**config.mk**
```make
export PLATFORM = sky130hd
export DESIGN_NAME = nbody_step_engine
export DESIGN_NICKNAME = d
export VERILOG_FILES = /design/src/rtl/nbody_step_engine.sv
export SDC_FILE = /design/constraint.sdc
export NUM_CORES = 1
export LEC_CHECK = 0
export ABC_AREA = 1
export CORE_UTILIZATION = 45
export DETAILED_ROUTE_END_ITERATION = 10
export PLACE_DENSITY = 0.59
export SETUP_SLACK_MARGIN = 0.4
export SYNTH_ARGS = -nofsm -noshare
export SYNTH_HDL_FRONTEND = slang
export SYNTH_SLANG_ARGS = --single-unit
export TNS_END_PERCENT = 100
```
**constraint.sdc**
```tcl
create_clock -name clock -period 5.1 [get_ports clock]
set_clock_uncertainty 0.1 [all_clocks]
set_input_delay 1.02 -clock clock [delete_from_list [all_inputs] [get_ports clock]]
set_output_delay 1.02 -clock clock [all_outputs]
set_load 0.02 [all_outputs]
```
**src/rtl/nbody_step_engine.sv**
```systemverilog
`default_nettype none
// ============================================================================
// Module      : nbody_step_engine
// Description : Holds N_BODIES bodies (position, velocity) and advances the
//               whole system by one time step per start request. Pairwise
//               attraction terms go through one shared force datapath, one
//               (i,j) pair per clock. All new states are built in a shadow
//               bank from the old positions, then committed in one cycle.
// Ports       : clock, reset      - clock, synchronous active-high reset
//               start, busy, done - step request / in progress / commit pulse
//               load_*            - write one body while idle
//               rd_idx, rd_*      - combinational read of committed state
// Revision    : 1.0 - initial release
// ============================================================================
module nbody_step_engine #(
   parameter int N_BODIES  = 8,
   parameter int POS_W     = 8,
   parameter int VEL_W     = 14,
   parameter int FRAC_W    = 7,
   parameter int GAIN      = 1,
   parameter int WRAP_MODE = 1,
   parameter int IDX_W     = $clog2(N_BODIES)
) (
   input  logic             clock,
   input  logic             reset,
   input  logic             start,
   output logic             busy,
   output logic             done,
   input  logic             load_en,
   input  logic [IDX_W-1:0] load_idx,
   input  logic [POS_W-1:0] load_x,
   input  logic [POS_W-1:0] load_y,
   input  logic [VEL_W-1:0] load_vx,
   input  logic [VEL_W-1:0] load_vy,
   input  logic [IDX_W-1:0] rd_idx,
   output logic [POS_W-1:0] rd_x,
   output logic [POS_W-1:0] rd_y,
   output logic [VEL_W-1:0] rd_vx,
   output logic [VEL_W-1:0] rd_vy
);

   localparam int ACC_W = VEL_W + IDX_W + 2;
   localparam int D_W   = POS_W + 1;
   localparam int S_W   = ((POS_W > VEL_W) ? POS_W : VEL_W) + 2;

   localparam logic [IDX_W-1:0]        c_last_idx = IDX_W'(N_BODIES - 1);
   localparam logic signed [ACC_W-1:0] c_gain     = ACC_W'(GAIN);
   localparam logic signed [ACC_W:0]   c_vel_max  =
      {{(ACC_W + 2 - VEL_W){1'b0}}, {(VEL_W - 1){1'b1}}};
   localparam logic signed [ACC_W:0]   c_vel_min  =
      {{(ACC_W + 2 - VEL_W){1'b1}}, {(VEL_W - 1){1'b0}}};
   localparam logic signed [S_W-1:0]   c_pos_max  =
      {{(S_W - POS_W){1'b0}}, {POS_W{1'b1}}};

   typedef enum logic [1:0] {
      S_IDLE   = 2'd0,
      S_ACCUM  = 2'd1,
      S_UPDATE = 2'd2,
      S_COMMIT = 2'd3
   } state_t;

   state_t r_state;
   state_t w_state_next;
   logic   w_begin_step;
   logic   w_load;

   // Committed bank (what the outside world sees) and shadow bank (results
   // of the step in progress).
   logic        [POS_W-1:0] r_x  [N_BODIES];
   logic        [POS_W-1:0] r_y  [N_BODIES];
   logic signed [VEL_W-1:0] r_vx [N_BODIES];
   logic signed [VEL_W-1:0] r_vy [N_BODIES];
   logic        [POS_W-1:0] r_sx [N_BODIES];
   logic        [POS_W-1:0] r_sy [N_BODIES];
   logic signed [VEL_W-1:0] r_svx[N_BODIES];
   logic signed [VEL_W-1:0] r_svy[N_BODIES];

   logic        [IDX_W-1:0] r_i;
   logic        [IDX_W-1:0] r_j;
   logic signed [ACC_W-1:0] r_acc_x;
   logic signed [ACC_W-1:0] r_acc_y;

   logic signed [ACC_W-1:0] w_fx;
   logic signed [ACC_W-1:0] w_fy;
   logic signed [VEL_W-1:0] w_new_vx;
   logic signed [VEL_W-1:0] w_new_vy;
   logic        [POS_W-1:0] w_new_x;
   logic        [POS_W-1:0] w_new_y;

   // Signed distance other-own in POS_W+1 bits, scaled by the gain.
   function automatic logic signed [ACC_W-1:0] pair_force(
      input logic [POS_W-1:0] p_own,
      input logic [POS_W-1:0] p_other
   );
      logic signed [D_W-1:0]   d;
      logic signed [ACC_W-1:0] d_ext;
      d     = $signed({1'b0, p_other}) - $signed({1'b0, p_own});
      d_ext = {{(ACC_W - D_W){d[D_W-1]}}, d};
      return d_ext * c_gain;
   endfunction

   // Velocity plus accumulated force, saturated to the VEL_W signed range.
   function automatic logic signed [VEL_W-1:0] sat_vel(
      input logic signed [VEL_W-1:0] v,
      input logic signed [ACC_W-1:0] a
   );
      logic signed [ACC_W:0] s;
      s = {{(ACC_W + 1 - VEL_W){v[VEL_W-1]}}, v} + {a[ACC_W-1], a};
      if (s > c_vel_max) begin
         return c_vel_max[VEL_W-1:0];
      end else if (s < c_vel_min) begin
         return c_vel_min[VEL_W-1:0];
      end else begin
         return s[VEL_W-1:0];
      end
   endfunction

   // Position advanced by the integer part of the new velocity (floor via
   // arithmetic shift), then folded back into range by wrap or clamp.
   function automatic logic [POS_W-1:0] pos_step(
      input logic        [POS_W-1:0] p,
      input logic signed [VEL_W-1:0] v
   );
      logic signed [VEL_W-1:0] sh;
      logic signed [S_W-1:0]   sum;
      sh  = v >>> FRAC_W;
      sum = $signed({{(S_W - POS_W){1'b0}}, p}) +
            $signed({{(S_W - VEL_W){sh[VEL_W-1]}}, sh});
      if (WRAP_MODE != 0) begin
         return sum[POS_W-1:0];
      end else if (sum[S_W-1]) begin
         return '0;
      end else if (sum > c_pos_max) begin
         return '1;
      end else begin
         return sum[POS_W-1:0];
      end
   endfunction

   // The force path and the update path only ever see the committed bank.
   assign w_fx     = pair_force(r_x[r_i], r_x[r_j]);
   assign w_fy     = pair_force(r_y[r_i], r_y[r_j]);
   assign w_new_vx = sat_vel(r_vx[r_i], r_acc_x);
   assign w_new_vy = sat_vel(r_vy[r_i], r_acc_y);
   assign w_new_x  = pos_step(r_x[r_i], w_new_vx);
   assign w_new_y  = pos_step(r_y[r_i], w_new_vy);

   always_ff @(posedge clock) begin
      if (reset) begin
         r_state <= S_IDLE;
      end else begin
         r_state <= w_state_next;
      end
   end

   always_comb begin
      w_state_next = r_state;
      busy         = 1'b0;
      done         = 1'b0;
      w_begin_step = 1'b0;
      w_load       = 1'b0;
      case (r_state)
         S_IDLE: begin
            if (start) begin
               w_begin_step = 1'b1;
               w_state_next = S_ACCUM;
            end else if (load_en) begin
               w_load = 1'b1;
            end
         end
         S_ACCUM: begin
            busy = 1'b1;
            if (r_j == c_last_idx) begin
               w_state_next = S_UPDATE;
            end
         end
         S_UPDATE: begin
            busy = 1'b1;
            w_state_next = (r_i == c_last_idx) ? S_COMMIT : S_ACCUM;
         end
         S_COMMIT: begin
            done         = 1'b1;
            w_state_next = S_IDLE;
         end
         default: begin
            w_state_next = S_IDLE;
         end
      endcase
   end

   always_ff @(posedge clock) begin
      if (reset) begin
         for (int k = 0; k < N_BODIES; k++) begin
            r_x[k]   <= '0;
            r_y[k]   <= '0;
            r_vx[k]  <= '0;
            r_vy[k]  <= '0;
            r_sx[k]  <= '0;
            r_sy[k]  <= '0;
            r_svx[k] <= '0;
            r_svy[k] <= '0;
         end
         r_i     <= '0;
         r_j     <= '0;
         r_acc_x <= '0;
         r_acc_y <= '0;
      end else begin
         case (r_state)
            S_IDLE: begin
               if (w_begin_step) begin
                  r_i     <= '0;
                  r_j     <= '0;
                  r_acc_x <= '0;
                  r_acc_y <= '0;
               end else if (w_load) begin
                  r_x[load_idx]  <= load_x;
                  r_y[load_idx]  <= load_y;
                  r_vx[load_idx] <= load_vx;
                  r_vy[load_idx] <= load_vy;
               end
            end
            S_ACCUM: begin
               r_acc_x <= r_acc_x + w_fx;
               r_acc_y <= r_acc_y + w_fy;
               r_j     <= r_j + IDX_W'(1);
            end
            S_UPDATE: begin
               r_sx[r_i]  <= w_new_x;
               r_sy[r_i]  <= w_new_y;
               r_svx[r_i] <= w_new_vx;
               r_svy[r_i] <= w_new_vy;
               r_acc_x    <= '0;
               r_acc_y    <= '0;
               r_j        <= '0;
               if (r_i != c_last_idx) begin
                  r_i <= r_i + IDX_W'(1);
               end
            end
            S_COMMIT: begin
               for (int k = 0; k < N_BODIES; k++) begin
                  r_x[k]  <= r_sx[k];
                  r_y[k]  <= r_sy[k];
                  r_vx[k] <= r_svx[k];
                  r_vy[k] <= r_svy[k];
               end
            end
            default: begin
            end
         endcase
      end
   end

   // During the commit cycle the shadow bank already holds the complete new
   // state, so reads are steered to it and the new values appear together
   // with the done pulse.
   always_comb begin
      if (r_state == S_COMMIT) begin
         rd_x  = r_sx[rd_idx];
         rd_y  = r_sy[rd_idx];
         rd_vx = r_svx[rd_idx];
         rd_vy = r_svy[rd_idx];
      end else begin
         rd_x  = r_x[rd_idx];
         rd_y  = r_y[rd_idx];
         rd_vx = r_vx[rd_idx];
         rd_vy = r_vy[rd_idx];
      end
   end

endmodule
`default_nettype wire

```
## Yosys cells after proc, flatten, opt, wreduce, memory -nomap -nowiden

Memories as Yosys holds them, arrays and structs flattened. A register that Yosys moved wholly into a read port is not among the register bits.
Cells that the tools add are included.

- Bits in registers: 46
- Bits in writable memories: 704
- Input port bits: 54
- Logic and storage cells: 190
- Memories kept: 8

- $add $sub $neg: 10
- Magnitude comparators: 4
- Equality and inequality tests: 10
- Multiplexer cells: 106
- Bitwise operators: 32
- Reduce and logical (&&, ||, !) cells: 15

Memory list:

| name | depth | bits a word | rd ports | clocked after memory_dff | wr ports | line | text |
|---|---|---|---|---|---|---|---|
| r_svx | 8 | 14 | 9 | 0 | 8 | 75 | `logic signed [VEL_W-1:0] r_svx[N_BODIES];` |
| r_svy | 8 | 14 | 9 | 0 | 8 | 76 | `logic signed [VEL_W-1:0] r_svy[N_BODIES];` |
| r_vx | 8 | 14 | 2 | 1 | 8 | 71 | `logic signed [VEL_W-1:0] r_vx [N_BODIES];` |
| r_vy | 8 | 14 | 2 | 1 | 8 | 72 | `logic signed [VEL_W-1:0] r_vy [N_BODIES];` |
| r_sx | 8 | 8 | 9 | 0 | 8 | 73 | `logic [POS_W-1:0] r_sx [N_BODIES];` |
| r_sy | 8 | 8 | 9 | 0 | 8 | 74 | `logic [POS_W-1:0] r_sy [N_BODIES];` |
| 2 more memories | -- | -- | -- | -- | -- | -- |  |

Operators with widths:

| kind | number |
|---|---|
| $mux W14 | 26 |
| $mux W8 | 22 |
| $pmux W19 S3 | 2 |
| $mux W3 | 22 |
| $reduce_or A14 Y1 | 4 |
| $add A14 B19 Y20 | 2 |
| $gt A20 B14 Y1 const B | 2 |
| $lt A20 B14 Y1 const B | 2 |
| $add A19 B9 Y19 | 2 |
| $or A1 B1 Y1 | 32 |
| $reduce_or A8 Y1 | 4 |
| $mux W1 | 27 |
| $mux W19 | 1 |
| $sub A8 B8 Y9 | 2 |
| $add A8 B7 Y8 | 2 |
| $pmux W3 S3 | 1 |
| $ne A2 B2 Y1 const B | 4 |
| $pmux W2 S4 | 1 |
| $add A3 B1 Y3 const B | 2 |
| $eq A3 B3 Y1 const B | 2 |
| $mux W2 | 3 |
| $pmux W3 S2 | 1 |
| $eq A2 B2 Y1 const B | 2 |
| $reduce_and A2 Y1 | 2 |
| 7 further kinds | 7 |

## Longest topological paths before layout

- Depth in word-level cells: 10
- Depth in mapped cells: 38
- Gate-level depth less buffers: 33

## Least setup slack after synthesis

No wires, ideal clock.

- Path kind: reg2reg
- Start: reg (tool-made name)
- End: reg r_acc_y[18]
- Data arrival time: 5.321 ns
- Data required time: 4.868 ns
- Setup slack: -0.454 ns
- Cell stages (with the launch flop): 28
- Clock period less this slack: 5.554 ns
- Path through: dfxtp_1 -> buf_2 -> clkbuf_1 -> clkbuf_1 -> clkbuf_1 -> clkbuf_1 -> clkbuf_1 -> o211ai_1 -> a31oi_1 -> ha_1 -> inv_1 -> fa_1 -> nand3_1 -> nand2_1 -> a21oi_1 -> o21ai_0 -> a21o_1 -> a21oi_1 -> ha_1 -> a21oi_1 -> o21ai_0 -> a21oi_1 -> o21ai_0 -> a21oi_1 -> o21bai_1 -> o21ai_0 -> a21o_1 -> a21oi_1

RTL lines:

| element | line | text |
|---|---|---|
| end signal, assigned | 224 | `r_acc_y <= r_acc_y + w_fy;` |
| end, declared | 81 | `logic signed [ACC_W-1:0] r_acc_y;` |

==> results_dict.tcl <==
set metrics [dict create \
    status "finished clean" \
    critPathKind "flop to flop" \
    p_sw_mw 19.75 \
    min_path_cells 2 \
    synth_nets 5388 \
    worstPathMaxFanout 9 \
    p_comb_frac 0.644 \
    avgSynthCellArea_sq_um 8.571 \
    num_io_pins 100 \
    synth_warnings 0 \
    clk_latency_ps 670 \
    grt_pass1_vias 38390 \
    intPower_mw 20.88 \
    cap_violations 0 \
    hold_path.startpoint "r_j[1]" \
    yosysUniqueCellTypes 48 \
    power_leakage_nw 20.67 \
    ys.flop_type "edfxtp_1" \
    antenna_found_initial 3 \
    crit_path_frequent_cell "a21oi_1" \
    worst_slack_ps 351.6 \
    viasPerCell 6.119 \
    min-delay-path-class "flop to flop" \
    cts_made_buffers 86 \
    drc 0 \
    cts.sinks 756 \
    ys_ff_latch 756 \
    layout_commonest_cell "o21ai_0" \
    netlist_instances 5218 \
    preCtsSetupSlack_ps 69.49 \
    dieArea_sq_um 100700 \
    setup_viol 0 \
    num_rows 115 \
    fmaxAchievable_mhz 210.6 \
    vias 41010 \
    cellPowerDensity_nw_per_um2 758.3 \
    final_cell_mix "o21ai_0, edfxtp_1, nor2_1" \
    drtIter0Drc 5428 \
    cts-hold-fix-buffers 0 \
    netSwitchingFraction 0.4862 \
    rsz0062_at_grt "yes" \
    netlist_area_sq_um 44730 \
    cp_slowest_cell "dfxtp_4" \
    area_growth_pct 19.80 \
    design_area_sq_um 53580 \
    clkTransAtPathRegs_ps 60 \
    synthTopCellsByArea "edfxtp_1, o21ai_0, a21oi_1" \
    placed_area_sq_um 48860 \
    crit_required_ps 5520 \
    tightest_slew_ps 1208 \
    hold_violations 0 \
    relSlewSlack 0.1949 \
    synth_edf_count 704 \
    peakVddDrop_mv 0.6426 \
    dr.pass1.iters 6 \
    globalplace.congestion 0.9620 \
    min_period_ps 4748 \
    root_buffer "clkbuf_16" \
    critical_path_arrival_ps 5170 \
    core_sq_um 98420 \
    whs_ps 392.2 \
    p_seq_frac 0.200 \
    grt_pass1_wl_microns 248200 \
    r2r_cells 28 \
    regToRegSetupSlack_ps 350 \
    dp_hpwl_microns 103300 \
    grt_max_degree 145 \
    fin_setup_tns_ps 0 \
    slew_violations 0 \
    cp-end-kind "flop" \
    wl_microns 175100 \
    gr-total-overflow 0 \
    initial_core_util 0.4544 \
    grt_use_total 0.3380 \
    routedWlPerCell_microns 26.13 \
    die_h_microns 317.3 \
    async_flop_share 0 \
    r2r_end "r_acc_y[18]" \
    slowest_delay_ps 500 \
    io_buffers 99 \
    drtAntennaViolNets 0 \
    start_kind "flop" \
    p_clk_frac 0.156 \
    htree_levels 3 \
    synth_top_area_cell "edfxtp_1" \
    layout.nets 5510 \
    yosysTopAreaCellShare 0.4727 \
    fp.dieW_microns 317.3 \
    cts_tree "built" \
    drive_gt1_frac 0.1389 \
    finalCritPeriodShare 0.9311 \
    clk_path_buf_depth 3 \
    yosysSeqAreaShare 0.4959 \
]
## synthesized netlist by cell type, types with 3 or more instances
master	number
a211oi_1	3
a21o_1	8
a21oi_1	504
a22oi_1	5
a31oi_1	45
buf_1	71
clkbuf_1	313
dfxtp_1	52
edfxtp_1	704
fa_1	8
ha_1	108
inv_1	449
inv_2	5
mux2i_1	130
nand2_1	489
nand2_2	15
nand3_1	457
nand3b_1	8
nand4_1	19
nor2_1	548
nor2_2	18
nor3_1	12
o211ai_1	140
o21ai_0	984
o21bai_1	9
o221ai_1	35
o22ai_1	8
or2_2	3
xnor2_1	12
xor2_1	28
## per-stage QoR
stage | power, mW | std cells | utilization
floorplan | 21.46 | 5218 | -
global placement | 30.44 | 6482 | 0.4964
detailed placement | 30.52 | 6482 | 0.4964
CTS | 37.71 | 6664 | 0.5309
global route | 42.91 | 6701 | 0.5444
finish | 40.63 | 6702 | 0.5444
## how the worst max path moves through the flow
stage,cells past startpoint,start,end
2_1_floorplan,34,flop,r_sy[1][4]
5_1_grt,32,flop,r_sx[0][6]
6_report,28,flop,r_acc_y[18]
3_5_place_dp,30,flop,r_sy[7][4]
3_3_place_gp,30,flop,r_sy[5][4]
4_1_cts,29,flop,r_acc_y[17]
## critical path, delay by kind of cell, from the launching register on
| family | cells | cell delay, ps |
|---|---|---|
| AOI/OAI and AO/OA | 16 | 2070 |
| adders and majority gates | 3 | 780 |
| buffers and inverters | 6 | 900 |
| DFF | 1 | 500 |
| and+or+nand+nor | 3 | 210 |
## cells by family (layout without fill, tap and decap cells)
kind of cell	after synthesis	in the layout	share of synthesized area
multiplexers	130	130	0.02909
AO/OA/AOI/OAI	1751	1751	0.2103
adder cells (fa/ha/maj)	116	116	0.03379
other	0	2	0
flip-flops	756	756	0.4959
AND/OR/NAND/NOR	1577	1577	0.1505
XOR/XNOR	42	42	0.008812
buffers and inverters	846	1041	0.07156
## routing by layer
| metal | vias up | part of all wire | global-route usage | wire, microns |
|---|---|---|---|---|
| met2 | 2249 | 0.46 | 0.5480 | 80380 |
| met5 | - | 0.00011 | 0 | 19 |
| met3 | 470 | 0.094 | 0.05054 | 16450 |
| met1 | 19540 | 0.40 | 0.4482 | 69750 |
| met4 | 2 | 0.049 | 0.1505 | 8497 |
| li1 | 18750 | - | - | - |
## state kept, by name, summed over array words and instances, names as in the netlist, named ones only
signal / cells
r_acc_y: 19
r_y: 64
r_sy: 64
r_sx: 64
r_acc_x: 19
r_svx: 112
r_i: 3
r_svy: 112
r_vy: 112
r_vx: 112
r_x: 64
r_j: 3
r_state: 2
## power by group through the flow
| stage | logic [mW] | clock network [mW] | registers (mW) |
|---|---|---|---|
| after floorplan | 13.5 | 0 | 7.95 |
| after global placement | 22.2 | 0 | 8.21 |
| after detailed placement | 22.3 | 0 | 8.22 |
| after CTS | 23.3 | 6.38 | 8.08 |
| after global routing | 28.1 | 6.60 | 8.21 |
| final | 26.1 | 6.34 | 8.15 |
## layout make-up
class,count,area [sq um]
sequential,756,22190
inverter,456,1738
fill,9033,44840
clock buffer,103,2268
clock inverter,58,553.0
timing repair buffer,424,4611
tap,1287,1610
multi-input combinational,3616,20600
antenna,2,5.005
## what timing repair did
item	4_1_cts	5_1_grt
setup buffers	15	26
endpoints found under the setup margin	108	127
cloned	6	10
resized for setup	57	238
pin swaps	12	71
No activity file was read; power rests on OpenSTA's default activity.
